`config.mk`:
```
export PLATFORM = sky130hd
export DESIGN_NAME = idex_stage_reg
export DESIGN_NICKNAME = d
export VERILOG_FILES = /design/src/rtl/idex_stage_reg.sv
export SDC_FILE = /design/constraint.sdc
export NUM_CORES = 1
export LEC_CHECK = 0
export ABC_AREA = 1
export ABC_CLOCK_PERIOD_IN_PS = 3450
export CORE_AREA = 3 3 131 133
export CTS_CLUSTER_DIAMETER = 40
export DETAILED_ROUTE_END_ITERATION = 12
export DIE_AREA = 0 0 134 136
export PLACE_DENSITY_LB_ADDON = 0.15
export SLEW_MARGIN = 25
export SYNTH_ARGS = -nofsm -noshare
export SYNTH_HDL_FRONTEND = slang
export SYNTH_SLANG_ARGS = --single-unit
export TNS_END_PERCENT = 30
```
`constraint.sdc`:
```
create_clock -name clk -period 3.45 [get_ports clk]
set_input_delay 0.5175 -clock clk [delete_from_list [all_inputs] [get_ports clk]]
set_output_delay 0.5175 -clock clk [all_outputs]
set_load 0.03 [all_outputs]
```
`src/rtl/idex_stage_reg.sv`:
```
// ID/EX pipeline register for the 5-stage MIPS pipeline.
// Detects load-use hazards, inserts bubbles and kills the ID instruction on a flush.
module idex_stage_reg #(
  parameter int unsigned DATA_W = 32,
  parameter int unsigned CNT_W  = 16
) (
  input  logic              clk,
  input  logic              reset_n,
  input  logic              id_valid,
  input  logic [5:0]        id_opcode,
  input  logic [9:0]        id_ctrl,
  input  logic [DATA_W-1:0] id_rdata1,
  input  logic [DATA_W-1:0] id_rdata2,
  input  logic [DATA_W-1:0] id_imm,
  input  logic [DATA_W-1:0] id_pc4,
  input  logic [4:0]        id_rs,
  input  logic [4:0]        id_rt,
  input  logic [4:0]        id_rd,
  input  logic              flush,
  output logic              ex_valid,
  output logic [5:0]        ex_opcode,
  output logic [9:0]        ex_ctrl,
  output logic [DATA_W-1:0] ex_rdata1,
  output logic [DATA_W-1:0] ex_rdata2,
  output logic [DATA_W-1:0] ex_imm,
  output logic [DATA_W-1:0] ex_pc4,
  output logic [4:0]        ex_rs,
  output logic [4:0]        ex_rt,
  output logic [4:0]        ex_rd,
  output logic              stall,
  output logic [CNT_W-1:0]  stall_count
);

  localparam logic [5:0] OpRtype = 6'b000000;
  localparam logic [5:0] OpSw    = 6'b101011;
  localparam logic [5:0] OpBeq   = 6'b000100;
  localparam logic [5:0] OpJ     = 6'b000010;

  logic              valid_q, valid_d;
  logic [5:0]        opcode_q, opcode_d;
  logic [9:0]        ctrl_q, ctrl_d;
  logic [DATA_W-1:0] rdata1_q, rdata2_q, imm_q, pc4_q;
  logic [4:0]        rs_q, rt_q, rd_q;
  logic [CNT_W-1:0]  cnt_q, cnt_d;

  logic rs_hit, rt_hit, hz, kill;

  // Only R-type, sw and beq actually read rt; j ignores the rs field.
  always_comb begin
    rs_hit = (rt_q == id_rs) && (id_opcode != OpJ);
    rt_hit = (rt_q == id_rt) && (id_opcode inside {OpRtype, OpSw, OpBeq});
    hz     = id_valid && valid_q && ctrl_q[5] && (rt_q != 5'd0) && (rs_hit || rt_hit);
    stall  = hz && !flush;
    kill   = flush || hz || !id_valid;
  end

  always_comb begin
    valid_d  = !kill;
    opcode_d = kill ? 6'd0 : id_opcode;
    ctrl_d   = kill ? 10'd0 : id_ctrl;
    cnt_d    = cnt_q;
    if (stall && (cnt_q != {CNT_W{1'b1}})) begin
      cnt_d = cnt_q + CNT_W'(1);
    end
  end

  // Data fields load unconditionally; a bubble is defined solely by valid/ctrl.
  always_ff @(posedge clk) begin
    if (!reset_n) begin
      valid_q  <= 1'b0;
      opcode_q <= '0;
      ctrl_q   <= '0;
      rdata1_q <= '0;
      rdata2_q <= '0;
      imm_q    <= '0;
      pc4_q    <= '0;
      rs_q     <= '0;
      rt_q     <= '0;
      rd_q     <= '0;
      cnt_q    <= '0;
    end else begin
      valid_q  <= valid_d;
      opcode_q <= opcode_d;
      ctrl_q   <= ctrl_d;
      rdata1_q <= id_rdata1;
      rdata2_q <= id_rdata2;
      imm_q    <= id_imm;
      pc4_q    <= id_pc4;
      rs_q     <= id_rs;
      rt_q     <= id_rt;
      rd_q     <= id_rd;
      cnt_q    <= cnt_d;
    end
  end

  assign ex_valid    = valid_q;
  assign ex_opcode   = opcode_q;
  assign ex_ctrl     = ctrl_q;
  assign ex_rdata1   = rdata1_q;
  assign ex_rdata2   = rdata2_q;
  assign ex_imm      = imm_q;
  assign ex_pc4      = pc4_q;
  assign ex_rs       = rs_q;
  assign ex_rt       = rt_q;
  assign ex_rd       = rd_q;
  assign stall_count = cnt_q;

endmodule

```
# After elaboration in Yosys (flattened, before gate mapping)
# Index checks and enable logic that the tools add are counted.
# totals
ff_bits	176
in_bits	163
output_inout_bits	177
word_cells	37
# op_classes
addsub	1
eq_ne	6
bitwise_logic	1
n_reduce_logical	18
# ops
operator	n
$add A16 B1 Y16 const B	1
$ne A16 B16 Y1 const B	1
$eq A5 B5 Y1	2
$logic_and A1 B1 Y1	8
$eq A6 B3 Y1 const B	1
$eq A6 B6 Y1 const B	1
$logic_not A6 Y1	1
$ne A6 B2 Y1 const B	1
$reduce_bool A5 Y1	1
$logic_not A1 Y1	3
$logic_or A1 B1 Y1	3
$reduce_bool A3 Y1	1
$reduce_or A2 Y1	1
$not A1 Y1	1

# Longest topological paths before layout
# logic_depth
ltp_word	8
ltp_mapped	11
depth_no_buf	11

# Worst setup path after synthesis
# OpenSTA, ideal clock, no wires.
# synth_path
path_type	register -> output
startpoint	reg rt_q[3] (netlist: ex_rt[3])
endpoint	out stall
arrival_time_ns	1.418
required_time_ns	2.932
slack_ns	1.515
stages_incl_launch_ff	8
path_buffers	0
cell_sequence	dfxtp_1 -> xnor2_1 -> nand2_1 -> nor2_1 -> nand2_2 -> nand2_4 -> nand3_4 -> inv_1
# synth_via
elab_chain_len	5
elab_cells_between_ends	9
classes_between	eq/ne (2); reduce/logical (7)
# synth_rtl
element	line_no	text
start: declaration	43	logic [4:0] rs_q, rt_q, rd_q;
start signal: assignment	90	rt_q <= id_rt;
$eq A5 B5 Y1 (on tied branches)	50, 51	
$logic_and A1 B1 Y1 (on tied branches)	50, 51	
$logic_or A1 B1 Y1	52	hz = id_valid && valid_q && ctrl_q[5] && (rt_q != 5'd0) && (rs_hit || rt_hit);
$logic_and A1 B1 Y1 *	52	
$logic_and A1 B1 Y1 *	53	stall = hz && !flush;
end: declaration	30	output logic stall,
# Every way passes the cells marked *; elsewhere a longest branch is shown, timed or not.

# Worst setup path in the final report
# layout_path
startpoint	in id_opcode[1]
endpoint	out stall
# layout_via
elab_chain_len	6
elab_cells_between_ends	10
classes_between	eq/ne (3); reduce/logical (7)
# layout_rtl
element	line_no	text
start: declaration	10	input logic [5:0] id_opcode,
$eq A6 B6 Y1, or another cell as far along	51	rt_hit = (rt_q == id_rt) && (id_opcode inside {OpRtype, OpSw, OpBeq});
$reduce_bool A3 Y1	51	
$logic_and A1 B1 Y1	51	
$logic_or A1 B1 Y1 *	52	
$logic_and A1 B1 Y1 *	52	
$logic_and A1 B1 Y1 *	53	
# Marks and branches as above.

==> flow_summary.json <==
{
  "finalCriticalPeriod_ns": 3.01,
  "slowest_delay_ns": 0.66,
  "drt_wl_total_mm": 17.8,
  "syn_inst": 710,
  "reg2reg_to": "stall_count[14]$_SDFFE_PN0P_",
  "area_growth_pct": 72.3,
  "die_h_um": 136,
  "setup_viol": 0,
  "cp_data_arrival_time_ns": 2.49,
  "cts_resized": 0,
  "reg2reg_setup_slack_ns": 1.81,
  "hold_start": "reset_n",
  "power_density_nw_per_um2": 485,
  "fin_worst_skew_ns": 0.00638,
  "viasPerCell": 3.95,
  "overflow": 0,
  "async_flop_share_pct": 0,
  "fin_crit_sh_pct": 87.1,
  "gp_congestion": 0.836,
  "cts_setup_buffers": 0,
  "status": "complete, no violations",
  "min_path_type": "in2reg",
  "io_pins": 340,
  "start_kind": "input port",
  "crit_required_ns": 2.93,
  "die_area_um2": 18200,
  "cts_tree": "built",
  "holdPathStages": 3,
  "rr_worst_depth": 10,
  "finalNetCount": 1216,
  "worst_slew_pin_slew_ns": 0.477,
  "synth_area_per_cell_um2": 8.23,
  "crit_buf_inv": 3,
  "synth_seq_cells": 176,
  "synth_top_flop_cell": "dfxtp_1",
  "clkSinkCount": 176,
  "yosys_warnings": 0,
  "core_um2": 15900,
  "dpl_cell_area_um2": 9440,
  "cap_violations": 0,
  "initial_utilization_pct": 36.6,
  "grt_max_degree": 49,
  "hold_viol_final": 0,
  "grt_pass1_wl_mm": 26.0,
  "startpoint": "id_opcode[1]",
  "cts_hold_buf": 0,
  "slew_viol_final": 0,
  "synth_area_um2": 5840,
  "cts_buffer_depth": 2,
  "multi_input_area_um2": 1470,
  "first_iter_violations": 132,
  "p_leak_uw": 0.00503,
  "fin_setup_tns_ns": 0,
  "first_global_vias": 4872,
  "layout-drive-gt1-share_pct": 6.11,
  "peakVddDrop_mv": 0.342,
  "crit_type": "in2out",
  "crit_path_cell_trace": "clkdlybuf4s50_1, nor2_1, nand3_1, nand3_1, nand2_2, nand2_4, nand3_4, inv_1, clkdlybuf4s50_1",
  "synthesis.nets": 874,
  "crit_fanout": 10,
  "min_to": "ex_imm[22]$_SDFF_PN0_",
  "drc": 0,
  "cp_slowest_cell": "clkdlybuf4s50_1",
  "ant_nets": 0,
  "cts-htree-levels": 4,
  "grt_use_total_pct": 19.1,
  "rows": 46,
  "reg2reg_from": "stall_count[0]$_SDFFE_PN0P_",
  "synth.distinct_cells": 27,
  "endpoint_kind": "output pin",
  "die_x_um": 134,
  "fin_area_um2": 10100,
  "vias": 5056,
  "antenna_found_initial": 1,
  "crit_family": "buffers and inverters",
  "first_pass_iters": 4,
  "rsz0062_at_grt": "false",
  "numCtsBuffers": 17,
  "wl_per_cell_um": 13.9,
  "fmax_mhz": 333,
  "synth-seq-area-share_pct": 60.3,
  "fillers": 1400,
  "relSlewSlack_pct": 68.2,
  "clk_latency_ns": 0.41,
  "synth_edf_count": 0,
  "clockRootBuffer": "clkbuf_16",
  "portBuffers": 339,
  "register_area_um2": 3520,
  "clk_pin_slew_worst_paths_ns": 0.06,
  "place_hpwl_mm": 14.3
}
[metal layers]
metal	GRT usage [%]	wire length (µm)	vias up
met3	11.0	2090	24
met4	7.54	360	0
li1	-	-	2683
met5	0	0	-
met1	18.2	6050	2177
met2	34.1	9310	172
[power by group]
group | leakage [µW] | total, µW | internal (µW) | switching, µW
clock | 0.000301 | 2010 | 1250 | 764
combinational | 0.00327 | 717 | 355 | 362
sequential | 0.00146 | 2150 | 2130 | 26.2
total | 0.00503 | 4880 | 3730 | 1150
[how the worst max path moves through the flow]
stage | endpoint | slack (ns) | cells past startpoint
global placement | stall | 0.43 | 9
detailed placement | stall | 0.44 | 10
global route | stall | 0.29 | 10
CTS | stall | 0.43 | 10
finish | stall | 0.44 | 9
floorplan | stall | 1.51 | 7
[cells in the final DEF, fill, tap and decap left out]
master	instances
clkdlybuf4s50_1	338
inv_1	197
nand2_1	185
dfxtp_1	176
nor2_1	53
clkbuf_16	17
nand4_1	13
nand3_1	12
nor2_2	12
o21ai_0	8
xnor2_1	7
buf_4	5
inv_2	4
nor2_4	4
bufinv_16	4
nand2_2	3
clkbuf_1	3
xor2_1	2
nand3_2	2
o21bai_1	2
nand4_4	2
clkbuf_8	2
inv_6	2
clkinv_2	2
diode_2	1
nand3b_1	1
nand2_4	1
nand3_4	1
nand4_2	1
nand3b_4	1
a21oi_4	1
o21ai_1	1
ha_1	1
clkinvlp_4	1
[worst reg2reg max path, cell delays in order, from the launching register on]
cell and delay (ns):
dfxtp_1 0.39, ha_1 0.20, nand2_1 0.11, nor2_4 0.18
nand4_2 0.19, nand2_1 0.15, nor2_1 0.05, nand4_1 0.10
nand2_1 0.06, nand2_1 0.05, nor2_1 0.04
[cell usage after synthesis (2+ instances only)]
library cell | count | area share (%)
xnor2_1 | 7 | 1.0
nand2_1 | 185 | 12
o21ai_0 | 8 | 0.69
buf_2 | 4 | 0.34
o21bai_1 | 2 | 0.26
nor2_4 | 4 | 0.77
xor2_1 | 2 | 0.30
nand4_4 | 2 | 0.73
dfxtp_1 | 176 | 60
nand4_1 | 13 | 1.4
inv_1 | 197 | 13
nor2_2 | 12 | 1.3
nand3_2 | 2 | 0.34
inv_2 | 4 | 0.26
clkbuf_1 | 15 | 0.96
nand3_1 | 12 | 1.0
nand2_2 | 3 | 0.32
nor2_1 | 53 | 3.4
[cell families after synthesis]
group                      synth area share (%)
and+or+nand+nor                            22.3
DFF                                        60.3
xor gates and xnor gates                   1.35
adders and majority gates                 0.214
AOI/OAI and AO/OA                          1.31
buffers and inverters                      14.5
[layout make-up]
class                   instances  area share, %
well taps                     216           2.69
clock inverters                 9           1.54
multi-input cells             313           14.6
clock buffers                  22           4.61
flip-flops and latches        176           35.0
inverters                     201           7.50
diodes                          1         0.0249
repair buffers                343           34.0
[state kept, by name, summed over array words and instances (netlist names)]
register / flops
ex_rt: 5
ex_imm: 32
ex_valid: 1
ex_rs: 5
ex_rdata1: 32
ex_opcode: 6
ex_rd: 5
ex_pc4: 32
ex_rdata2: 32
ex_ctrl: 10
stall_count: 16
[per-stage QoR]
| stage | hold WS, ns | utilization [%] | worst slack (ns) | total power (µW) | instances |
|---|---|---|---|---|---|
| after global placement | 0.520 | 59.2 | 0.434 | 2910 | 1249 |
| after CTS | 0.525 | 63.1 | 0.434 | 4950 | 1280 |
| after detailed placement | 0.539 | 59.2 | 0.436 | 2920 | 1249 |
| after global routing | 0.548 | 63.1 | 0.289 | 5080 | 1281 |
| after floorplan | 0.611 | - | 1.51 | 2510 | 710 |
| final | 0.547 | 63.1 | 0.444 | 4880 | 1281 |
No activity file was read; power rests on OpenSTA's default activity.
